## config.mk

```make
export PLATFORM = sky130hd
export DESIGN_NAME = fetch_sequencer
export DESIGN_NICKNAME = d
export VERILOG_FILES = /design/src/rtl/fetch_pkg.sv /design/src/rtl/pc_next_calc.sv /design/src/rtl/fetch_sequencer.sv
export SDC_FILE = /design/constraint.sdc
export NUM_CORES = 1
export LEC_CHECK = 0
export CORE_MARGIN = 1
export CORE_UTILIZATION = 50
export CTS_CLUSTER_DIAMETER = 200
export DETAILED_ROUTE_END_ITERATION = 10
export GPL_TIMING_DRIVEN = 0
export MAX_ROUTING_LAYER = met4
export PLACE_DENSITY = 0.9
export SLEW_MARGIN = 20
export SYNTH_ARGS = -nofsm -noshare
export SYNTH_HDL_FRONTEND = slang
export SYNTH_HIERARCHICAL = 1
export SYNTH_SLANG_ARGS = --single-unit
```

## constraint.sdc

```tcl
create_clock -name clk -period 6.6 [get_ports clk]
set_clock_uncertainty 0.2 [all_clocks]
set_input_delay 0.99 -clock clk [delete_from_list [all_inputs] [get_ports clk]]
set_output_delay 0.99 -clock clk [all_outputs]
set_load 0.05 [all_outputs]
```

## src/rtl/fetch_pkg.sv

```systemverilog
// Shared definitions for the fetch sequencer.
//   - fetch_state_e : controller states
//   - OP_HALT, BR_FWD_PFX, BR_BWD_PFX : instruction encodings
//   - default entry points, last valid ROM address, counter width
package fetch_pkg;

    typedef enum logic [1:0] {
        IDLE = 2'd0,
        RUN  = 2'd1,
        HALT = 2'd2,
        ERR  = 2'd3
    } fetch_state_e;

    localparam logic [7:0] OP_HALT    = 8'h88;
    localparam logic [4:0] BR_FWD_PFX = 5'b11110;
    localparam logic [4:0] BR_BWD_PFX = 5'b10110;

    localparam logic [7:0] ENTRY0_DEF    = 8'd0;
    localparam logic [7:0] ENTRY1_DEF    = 8'd93;
    localparam logic [7:0] ENTRY2_DEF    = 8'd139;
    localparam logic [7:0] LAST_ADDR_DEF = 8'd197;
    localparam int         CNT_W_DEF     = 16;

endpackage

```

## src/rtl/pc_next_calc.sv

```systemverilog
// Combinational next-pc computation and ROM bounds check.
// Ports:
//   pc           in  8  current ROM address
//   inst         in  8  instruction fetched at pc
//   cond_flag    in  1  datapath condition flag (branch taken when 1)
//   branch_reg   in  8  branch displacement register value
//   stall        in  1  datapath hold; next_pc equals pc
//   next_pc      out 8  address to fetch next (mod 256)
//   is_halt      out 1  instruction is halt and is executing
//   out_of_range out 1  next_pc lies beyond LAST_ADDR
module pc_next_calc
    import fetch_pkg::*;
#(
    parameter logic [7:0] LAST_ADDR = LAST_ADDR_DEF
) (
    input  logic [7:0] pc,
    input  logic [7:0] inst,
    input  logic       cond_flag,
    input  logic [7:0] branch_reg,
    input  logic       stall,
    output logic [7:0] next_pc,
    output logic       is_halt,
    output logic       out_of_range
);

    logic [7:0] pc_inc_s;

    assign pc_inc_s = pc + 8'd1;

    // Decode the executing instruction into the next fetch address.
    always_comb begin
        next_pc = pc;
        is_halt = 1'b0;
        if (stall) begin
            next_pc = pc;
        end else if (inst == OP_HALT) begin
            is_halt = 1'b1;
            next_pc = pc;
        end else if (inst[7:3] == BR_FWD_PFX) begin
            next_pc = cond_flag ? (pc_inc_s + branch_reg) : pc_inc_s;
        end else if (inst[7:3] == BR_BWD_PFX) begin
            next_pc = cond_flag ? (pc_inc_s - branch_reg) : pc_inc_s;
        end else begin
            next_pc = pc_inc_s;
        end
    end

    assign out_of_range = (next_pc > LAST_ADDR);

endmodule

```

## src/rtl/fetch_sequencer.sv

```systemverilog
// Program counter and fetch controller for the instruction ROM.
// Ports:
//   clk, reset_n   clock and synchronous active-low reset
//   start_i        launch request (honoured outside RUN)
//   prog_sel_i[1:0] program select 0..2, 3 is illegal
//   inst_i[7:0]    instruction at pc_o
//   stall_i        freeze pc and counter
//   cond_flag_i    branch condition
//   branch_reg_i   branch displacement
//   pc_o           registered ROM address
//   inst_valid_o   inst_i executes this cycle
//   busy_o/done_o/err_o  RUN / HALT / ERR status
//   icount_o       saturating retired-instruction count since start
module fetch_sequencer
    import fetch_pkg::*;
#(
    parameter logic [7:0] ENTRY0    = ENTRY0_DEF,
    parameter logic [7:0] ENTRY1    = ENTRY1_DEF,
    parameter logic [7:0] ENTRY2    = ENTRY2_DEF,
    parameter logic [7:0] LAST_ADDR = LAST_ADDR_DEF,
    parameter int         CNT_W     = CNT_W_DEF
) (
    input  logic             clk,
    input  logic             reset_n,
    input  logic             start_i,
    input  logic [1:0]       prog_sel_i,
    input  logic [7:0]       inst_i,
    input  logic             stall_i,
    input  logic             cond_flag_i,
    input  logic [7:0]       branch_reg_i,
    output logic [7:0]       pc_o,
    output logic             inst_valid_o,
    output logic             busy_o,
    output logic             done_o,
    output logic             err_o,
    output logic [CNT_W-1:0] icount_o
);

    fetch_state_e     state_r, state_nxt_s;
    logic [7:0]       pc_r, pc_nxt_s;
    logic [CNT_W-1:0] icount_r;
    logic             cnt_clr_s, cnt_inc_s;
    logic             busy_r, done_r, err_r;
    logic [7:0]       calc_pc_s;
    logic             is_halt_s, out_of_range_s;

    pc_next_calc #(.LAST_ADDR(LAST_ADDR)) u_pc_next_calc (
        .pc           (pc_r),
        .inst         (inst_i),
        .cond_flag    (cond_flag_i),
        .branch_reg   (branch_reg_i),
        .stall        (stall_i),
        .next_pc      (calc_pc_s),
        .is_halt      (is_halt_s),
        .out_of_range (out_of_range_s)
    );

    // Next-state, next-pc and counter control.
    always_comb begin
        state_nxt_s = state_r;
        pc_nxt_s    = pc_r;
        cnt_clr_s   = 1'b0;
        cnt_inc_s   = 1'b0;
        case (state_r)
            IDLE, HALT, ERR: begin
                if (start_i) begin
                    case (prog_sel_i)
                        2'd0: begin
                            state_nxt_s = RUN;
                            pc_nxt_s    = ENTRY0;
                            cnt_clr_s   = 1'b1;
                        end
                        2'd1: begin
                            state_nxt_s = RUN;
                            pc_nxt_s    = ENTRY1;
                            cnt_clr_s   = 1'b1;
                        end
                        2'd2: begin
                            state_nxt_s = RUN;
                            pc_nxt_s    = ENTRY2;
                            cnt_clr_s   = 1'b1;
                        end
                        default: begin
                            // Illegal program select: pc keeps its value.
                            state_nxt_s = ERR;
                        end
                    endcase
                end else begin
                    state_nxt_s = state_r;
                end
            end
            RUN: begin
                if (stall_i) begin
                    state_nxt_s = RUN;
                end else if (is_halt_s) begin
                    state_nxt_s = HALT;
                    cnt_inc_s   = 1'b1;
                end else if (out_of_range_s) begin
                    // Keep the offending address visible on pc_o.
                    state_nxt_s = ERR;
                    pc_nxt_s    = calc_pc_s;
                    cnt_inc_s   = 1'b1;
                end else begin
                    pc_nxt_s  = calc_pc_s;
                    cnt_inc_s = 1'b1;
                end
            end
            default: begin
                state_nxt_s = IDLE;
            end
        endcase
    end

    // State, pc, counter and status flag registers.
    always_ff @(posedge clk) begin
        if (!reset_n) begin
            state_r  <= IDLE;
            pc_r     <= 8'd0;
            icount_r <= '0;
            busy_r   <= 1'b0;
            done_r   <= 1'b0;
            err_r    <= 1'b0;
        end else begin
            state_r <= state_nxt_s;
            pc_r    <= pc_nxt_s;
            busy_r  <= (state_nxt_s == RUN);
            done_r  <= (state_nxt_s == HALT);
            err_r   <= (state_nxt_s == ERR);
            if (cnt_clr_s) begin
                icount_r <= '0;
            end else if (cnt_inc_s && (icount_r != {CNT_W{1'b1}})) begin
                icount_r <= icount_r + {{(CNT_W-1){1'b0}}, 1'b1};
            end else begin
                icount_r <= icount_r;
            end
        end
    end

    assign pc_o         = pc_r;
    assign icount_o     = icount_r;
    assign busy_o       = busy_r;
    assign done_o       = done_r;
    assign err_o        = err_r;
    assign inst_valid_o = (state_r == RUN) & ~stall_i;

endmodule

```

==> results by group <==
Timing
  • Max_slew headroom: 0.357
  • Worst-margin pin slew: 0.956 ns
  • Fin crit share: 0.653
  • Setup TNS: 0 ns
  • Fin crit period: 4.31 ns
  • RSZ-0062 raised after global routing: no
  • Setup violations, final: 0
  • Endpoints failing hold: 0
  • Fin. max-slew vios: 0
  • F_max: 232 MHz
  • Min Hold Slack: 0.327 ns

Clock tree
  • Post-CTS sizing: 0
  • CTS buffer count: 5
  • Clk_lat worst skew: 0.28 ns
  • Hold_buf cts: 0
  • CTS tree: yes
  • Clk Tree Root Cell: clkbuf_8
  • Max Root-Sink Buffers: 2
  • # Post-CTS Setup Buffers: 0
  • Reg clk slew, reported paths: 0.06 ns
  • H-tree depth: 2
  • Clk sinks: 29

Yosys
  • Synthesized area per cell: 7.85 sq um
  • Yosys reg bits: 29
  • Synthesized net count: 357
  • Synth unique cells: 56
  • Async SR Flop Fraction: 0
  • Main flop type after synthesis: dfxtp_1
  • Register area share after synthesis: 0.237
  • Synth top area cells: dfxtp_1 (24%), ha_1 (10%), mux2i_1 (4.9%), a21oi_1 (4.7%), nor2_1 (4.4%)
  • Mapped Area: 0.00245 sq mm
  • Number of synthesized flops with an enable pin: 0
  • Synth Instances: 312
  • Post-synth top area cell: dfxtp_1
  • Yosys warns: 6
  • Top cell type's share of synthesized area: 0.237

Run status
  • Status: completed

Die
  • Area of the core: 0.00472 sq mm
  • Die extent in x: 72.0 um
  • IO Pins: 51
  • Chip height: 72.0 um
  • Total Die Area: 0.00518 sq mm
  • Site Rows: 25
  • Initial Util: 0.518

Routing
  • Number of routed nets with antenna violations: 0
  • DRT Wirelength: 6280 um
  • Wire per inst: 14.4 um
  • DRC Markers: 0
  • Drt via density: 5.87
  • Via count: 2559
  • Drt pass-1 iters: 5
  • Initial DRC Count: 155

Global route
  • Number of global-route vias before repair: 2419
  • Total track usage: 0.261
  • Initial antenna violation count: 0
  • Largest net degree at the start of global routing: 11
  • Congestion Overflow GR: 0
  • Global-route wire length before repair: 10600 um

Cells and area
  • Layout area overhead: 27.4%
  • Nets: 414
  • Layout cells sized above 1: 0.0488
  • # fillers: 402
  • Commonest non-fill, non-tap cell in the layout: clkdlybuf4s50_1
  • ANT cells: 0
  • Most frequent cells in the layout: clkdlybuf4s50_1 (50), nor2_1 (29), dfxtp_1 (29)

Setup path
  • Required time worst endpoint: 6.61 ns
  • CP arrival: 4.32 ns
  • CP endpoint kind: flip-flop
  • Worst-path fanout max: 10
  • Crit start category: primary input
  • Kind of critical path: in2reg

Flow run
  • Maxcap violations: 0

Pwr
  • Max VDD drop: 140 uV
  • Pwr dens: 168 mW/mm^2
  • Pleak: 0.00125 uW

Min path
  • Worst min path class: reg2reg

Placed design
  • DP HPWL: 4810 um
  • Final Wtd Congestion: 0.889
  • # port buffers: 50
-- flip-flops by register name, indices dropped and copies added, names as in the netlist --
| signal | count |
|---|---|
| done_o | 1 |
| state_r | 2 |
| busy_o | 1 |
| pc_o | 8 |
| icount_o | 16 |
| err_o | 1 |
-- through the flow --
stage	total power (uW)	std cells	worst slack (ns)	util	area, sq um
6_report	524	436	2.29	0.660	3120
5_1_grt	552	436	1.98	0.660	3120
4_1_cts	524	436	2.28	0.660	3120
3_5_place_dp	377	429	2.01	0.642	3030
3_3_place_gp	372	429	2.13	0.642	3030
2_1_floorplan	322	312	2.58	-	2450
-- path summary, 6_finish.rpt --
| path | start | endpoint | slack [ns] | depth (start not counted) |
|---|---|---|---|---|
| min reg2reg | pc_o[7]$_SDFFE_PN0P_ | pc_o[7]$_SDFFE_PN0P_ | 0.33 | 2 |
| max | branch_reg_i[3] | done_o$_SDFF_PN0_ | 2.29 | 16 |
| max reg2reg | pc_o[0]$_SDFFE_PN0P_ | done_o$_SDFF_PN0_ | 2.33 | 17 |
| min | pc_o[7]$_SDFFE_PN0P_ | pc_o[7]$_SDFFE_PN0P_ | 0.33 | 2 |
-- cell families (layout without fill, tap and decap cells) --
group,Yosys count,in the layout,synth area share
AO/OA/AOI/OAI,80,80,0.214
XOR/XNOR,12,12,0.0429
adder cells (fa/ha/maj),22,22,0.119
buffers and inverters,32,89,0.0531
flip-flops,29,29,0.237
multiplexers,13,13,0.0537
AND/OR/NAND/NOR,124,124,0.281
-- cell type report --
class                           instances  area [sq um]  share of cell area
Timing Repair Buffer                   50           500               0.160
Multi-Input combinational cell        251          1740               0.557
Clock buffer                            7          86.3              0.0277
Sequential cell                        29           581               0.186
Tap cell                               67          83.8              0.0269
Buffer                                 10          47.5              0.0152
Inverter                               22          82.6              0.0265
-- layer usage --
layer / wire, um / track usage / part of all wire
met1: 2860 / 0.318 / 0.46
met2: 3050 / 0.444 / 0.49
met3: 281 / 0.0431 / 0.045
met4: 78 / 0.0741 / 0.012
met5: 0 / - / 0
-- worst max-delay path, cell delays in order --
cell             delay (ns)
clkdlybuf4s50_1        0.48
inv_1                  0.05
ha_1                   0.28
buf_4                  0.17
nor3_1                 0.17
o21a_1                 0.21
nor3_1                 0.10
o211a_1                0.24
nor4_2                 0.36
mux2i_1                0.26
xor2_1                 0.23
o311a_1                0.20
o21bai_1               0.07
mux2i_1                0.19
and2_1                 0.17
nor2b_1                0.15
-- synthesized netlist by cell type (2+ instances only) --
library cell / count
nand4_1: 6
a31oi_1: 3
o21ai_0: 12
and2_1: 2
or2_2: 2
nand2b_1: 5
dfxtp_1: 29
o2111ai_1: 2
nor2b_1: 4
nor4b_1: 3
or4_1: 8
and3_1: 6
nand3_1: 14
or3_1: 6
nand2_1: 18
o21bai_1: 3
a211oi_1: 9
a21oi_1: 23
clkbuf_1: 5
nor2_1: 29
xnor2_1: 8
a21o_1: 2
o31ai_1: 9
xor2_1: 4
inv_1: 20
mux2i_1: 12
fa_1: 2
and4_1: 2
nor4_2: 2
o21a_1: 3
buf_2: 2
ha_1: 20
o211ai_1: 2
nor4_1: 3
o311a_1: 2
buf_4: 2
nor3_1: 9
-- power by group --
part	leakage (uW)	internal [uW]	total [uW]	switching [uW]
sequential	0.000236	182	191	9.44
combinational	0.000967	77.2	186	109
clock	0.0000443	82.5	147	64.1
total	0.00125	342	524	182
(Power assumes the default switching activity.)
==> variant 1 (config.mk and constraints unchanged) <==
Make the reset (`reset_n`) asynchronous in one clocked block. Comments in the files are not updated.
--- a/src/rtl/fetch_sequencer.sv
+++ b/src/rtl/fetch_sequencer.sv
@@ -112,7 +112,7 @@
     end
 
     // State, pc, counter and status flag registers.
-    always_ff @(posedge clk) begin
+    always_ff @(posedge clk or negedge reset_n) begin
         if (!reset_n) begin
             state_r  <= IDLE;
             pc_r     <= 8'd0;
Function: differs if reset_n is asserted again (counterexample within 4 cycles, from zero or initial values and one cycle with reset_n low); with reset_n held inactive, the same outputs for 4 cycles.
==> variant 1 against the original RTL <==
Sequential share of layout area up 2.8 points. Critical path depth down 10. Cell area up 8.7%. Count of clock-buffer cells in the layout unchanged. Sequential cell count unchanged. Global-route usage up 1.3 points. Synthesized area up 9.9%. Wire length up 14%. Via count up 6.4%. Setup slack worse by 0.25 ns. Critical path type is now in2out.
Power is not compared: it rests on default switching activity, and its combinational part moved more than twofold at a synthesized area within 25%.
==> variant 1: results (changes against the original RTL) <==
Status
  • Status: finished clean

Detailed routing
  • Vias/cell: 6.089 (+3.8%)
  • Met3 routed WL: 392 µm (+40%)
  • Met1 wire length: 3140 µm (+9.8%)
  • Initial DRC Count: 150 (-3.2%)

Synthesis
  • Yosys cell types: 66 (+18%)
  • Syn_area_per_cell: 8.437 µm² (+7.5%)
  • XOR/XNOR Fraction of Synth Area: 3.580% (-0.71 points)
  • Multiplexer share of the synthesized area: 5.346% (-0.019 points)
  • Most area-consuming cells after synthesis: dfrtp_1 27%, ha_1 9.3%, mux2i_1 4.1%
  • Commonest cells post-synth: 29 x dfrtp_1, 24 x nand2_1, 23 x nor2_1, 20 x ha_1, 20 x inv_1
  • Synth Flop Type: dfrtp_1
  • Synth Area in Compound Gates: 19.80% (-1.6 points)
  • Register area share after synthesis: 26.96% (+3.3 points)
  • Post-synthesis adder-cell area fraction: 10.79% (-1.1 points)
  • Ys async rst share: 100.0% (+100 points)

Worst hold path
  • Hold Startpoint: pc_o[7]

GRT
  • GRT Total Usage: 27.34% (+1.3 points)
  • Met1 Use GR: 33.64% (+1.9 points)
  • GR Layer Usage met3: 3.836% (-0.47 points)
  • Met2 Use GR: 45.54% (+1.1 points)
  • First-pass GRT wire length: 11430 µm (+7.3%)

Placement
  • Dpl hpwl: 5347 µm (+11%)
  • Post-DP Area: 3274 µm² (+8.0%)
  • Placed insts: 439 (+2.3%)
  • Pre-CTS setup slack: 2.088 ns (+0.07638 ns)

STA
  • Relative slew slack: 56.78% (+21 points)
  • Fmax: 0.2190 GHz (-5.6%)

Critical path
  • CP max stage delay: 0.90 ns (+0.42 ns)
  • Worst reg2reg path depth: 16 (-1)
  • Crit. Startpoint: stall_i
  • Reg2reg start: pc_o[2]
  • Worst path arrival time: 3.38 ns (-0.94 ns)
  • Reg-to-Reg End: busy_o
  • CP endpoint: inst_valid_o
  • R2r setup slk: 2.44 ns (+0.11 ns)

Finish
  • Share of cells above drive strength 1: 7.958% (+3.1 points)
-- variant 1: cell types whose count changed in the layout (fill, tap and decap cells not counted), sizes merged, moves of 5 or more --
cell / unedited run / this run
dfrtp: 0 / 29
a211oi: 9 / 2
nor4: 5 / 10
dfxtp: 29 / 0
nand2: 18 / 24
a21oi: 24 / 15
nor2: 29 / 23
-- variant 1: final cells by class --
type / instances / area share [%]
Inverter: 22 / 2.435
Buffer: 13 / 1.956
Tap cell: 70 / 2.583
Sequential cell: 29 / 21.40
Timing Repair Buffer: 50 / 14.61
Clock inverter: 1 / 0.8856
Multi-Input combinational cell: 255 / 53.58
Clock buffer: 7 / 2.546
-- variant 1: logic make-up (layout without fill, tap and decap cells) --
kind of cell	count (synthesis)	after routing
xor+xnor	11	11
flops	29	29
mux	14	14
simple gates	131	131
fa+ha+maj	22	22
compound gates	77	77
buf+inv	35	93
-- variant 1: worst min-delay path: stages, from the launching register on --
cell and delay (ns):
dfrtp_1 0.38, nand2_1 0.06, o21ai_0 0.06
==> variant 2 (config.mk and constraints unchanged) <==
Without the edit above. The package constant `CNT_W_DEF` goes from 16 to 32.
--- a/src/rtl/fetch_pkg.sv
+++ b/src/rtl/fetch_pkg.sv
@@ -19,7 +19,7 @@
     localparam logic [7:0] ENTRY1_DEF    = 8'd93;
     localparam logic [7:0] ENTRY2_DEF    = 8'd139;
     localparam logic [7:0] LAST_ADDR_DEF = 8'd197;
-    localparam int         CNT_W_DEF     = 16;
+    localparam int         CNT_W_DEF     = 32;
 
 endpackage
 
Ports: changed (resized icount_o); port bits go from 51 to 67. No check against the original RTL was run, so the function may have changed too.
==> variant 2 against the original RTL <==
Synthesized area is 34% higher. Worst hold slack worse by 0.018 ns. Combinational power is 9% higher. Sequential cell count up 16. Synthesized cell count is 32% higher. Wire length rose by 40%. Total power rose by 35%. Setup slack got worse by 0.0034 ns. Cell area increased by 33%. Critical path type unchanged.
==> variant 2: results (changes against the original RTL) <==
Finish
  • Layout Nets: 530 (+28%)
  • Ant diodes: 0 (unchanged)
  • Largest register FFs: 32 (+16)
  • Fill cells: 531 (+32%)
  • Share of cells above drive strength 1: 5.967% (+1.1 points)

Worst hold path
  • Worst Hold Class: reg2reg

Synthesis
  • Syn_nets: 457 (+28%)
  • Yosys cell types: 64 (+14%)
  • Ys async rst share: 0% (unchanged)
  • XOR/XNOR Fraction of Synth Area: 5.337% (+1.0 points)
  • Ys Warns: 6 (unchanged)
  • Synth Area in Compound Gates: 22.61% (+1.2 points)
  • Post-synthesis adder-cell area fraction: 8.845% (-3.0 points)
  • Register area share after synthesis: 27.45% (+3.7 points)
  • Commonest cells post-synth: 45 x dfxtp_1, 37 x nand2_1, 32 x a21oi_1, 31 x nor2_1, 25 x nand3_1
  • Multiplexer share of the synthesized area: 0.9531% (-4.4 points)
  • Syn Inst Count: 412 (+32%)
  • Most area-consuming cells after synthesis: dfxtp_1 27%, ha_1 7.6%, a21oi_1 4.9%

Placement
  • Pre-CTS setup slack: 2.027 ns (+0.01544 ns)
  • Dpl hpwl: 6527 µm (+36%)
  • Post-DP Area: 4039 µm² (+33%)
  • Placed insts: 555 (+29%)
  • Port Buffers: 66 (+32%)
  • Placer Congestion: 0.9108 (+2.5%)

Clock network
  • Clk_lat worst skew: 0.31 ns (+0.03 ns)
  • Clock buffer depth: 2 (unchanged)
  • Total setup buffers inserted after CTS: 0 (unchanged)
  • CTS buffer count: 5 (unchanged)
  • Post-CTS sizing: 0 (unchanged)
  • CTS root buf: clkbuf_8
  • H-tree Lvls: 2 (unchanged)
  • Clock-pin slew of the registers on the worst-case setup and hold paths: 0.09 ns (+0.03 ns)

Critical path
  • Worst path arrival time: 4.35 ns (+0.03 ns)
  • CP Max Fanout: 10 (unchanged)

Detailed routing
  • Drt pass-1 iters: 5 (unchanged)
  • Vias: 3414 (+33%)
  • Vias/cell: 6.064 (+3.3%)
  • Initial DRC Count: 255 (+65%)
  • Drt total wl: 8766 µm (+40%)

Power and ir drop
  • Peak VDD IR: 0.1621 mV (+16%)
  • Switch share: 31.78% (-3.0 points)
  • P_leak: 1.636 nW (+31%)
  • Register share of total power: 40.7% (+4.2 points)
  • Comb pwr: 203 µW (+9%)

GRT
  • Pin count of the biggest net entering global routing: 14 (+3)
  • Vias in the first global route: 3184 (+32%)
  • Initial antenna violation count: 0 (unchanged)
  • GRT Total Usage: 26.66% (+0.59 points)
  • First-pass GRT wire length: 14900 µm (+40%)

STA
  • Relative slew slack: 61.25% (+26 points)

Status
  • Status: finished clean
-- variant 2: cell count changes after synthesis, sizes merged, moves of 5 or more --
cell,unedited run,this run
mux2i,12,2
o211ai,2,8
buf,5,11
nand3,14,25
nor2b,4,9
o211a,1,8
a21oi,24,33
nand2,18,37
a211oi,9,3
dfxtp,29,45
xnor2,8,15
-- variant 2: routing by layer --
metal	share of wire [%]	global-route usage (%)	vias up
met1	44	33.44	1594
met3	6.5	4.970	20
li1	-	-	1666
met2	48	44.56	134
met5	0	-	-
met4	1.5	6.113	0
-- variant 2: metrics by stage --
stage	power (mW)	util (%)
5_1_grt	0.7442	65.44
3_5_place_dp	0.4945	63.61
6_report	0.7098	65.44
3_3_place_gp	0.4896	63.61
2_1_floorplan	0.4331	-
4_1_cts	0.7095	65.44
-- variant 2: final cells by class --
type	instances	area (µm²)	share of cell area (%)
plain buffers	19	108.9	2.620
clock buffers	7	86.33	2.078
clock inverters	1	30.03	0.7227
inverters	22	82.58	1.987
multi-input cells	326	2190	52.69
flip-flops and latches	45	900.9	21.68
well taps	77	96.34	2.319
repair buffers	66	660.6	15.90
-- variant 2: critical path: stages --
cell	delay, ns
clkdlybuf4s50_1	0.48
inv_1	0.05
ha_1	0.28
buf_4	0.16
nand2b_1	0.17
a21oi_2	0.24
nor3_1	0.12
o211a_1	0.25
nor4_2	0.32
mux2i_1	0.26
xor2_1	0.21
o311a_1	0.22
o21bai_1	0.06
a21oi_1	0.24
and2_1	0.17
nor2b_1	0.12
-- variant 2: worst paths after layout --
check                       start  slack [ns]            to  cells past startpoint
setup / recovery  branch_reg_i[3]        2.28        done_o                     16
hold / removal       icount_o[23]        0.31  icount_o[23]                      2
setup reg to reg          pc_o[0]        2.32        done_o                     17
hold reg to reg      icount_o[23]        0.31  icount_o[23]                      2
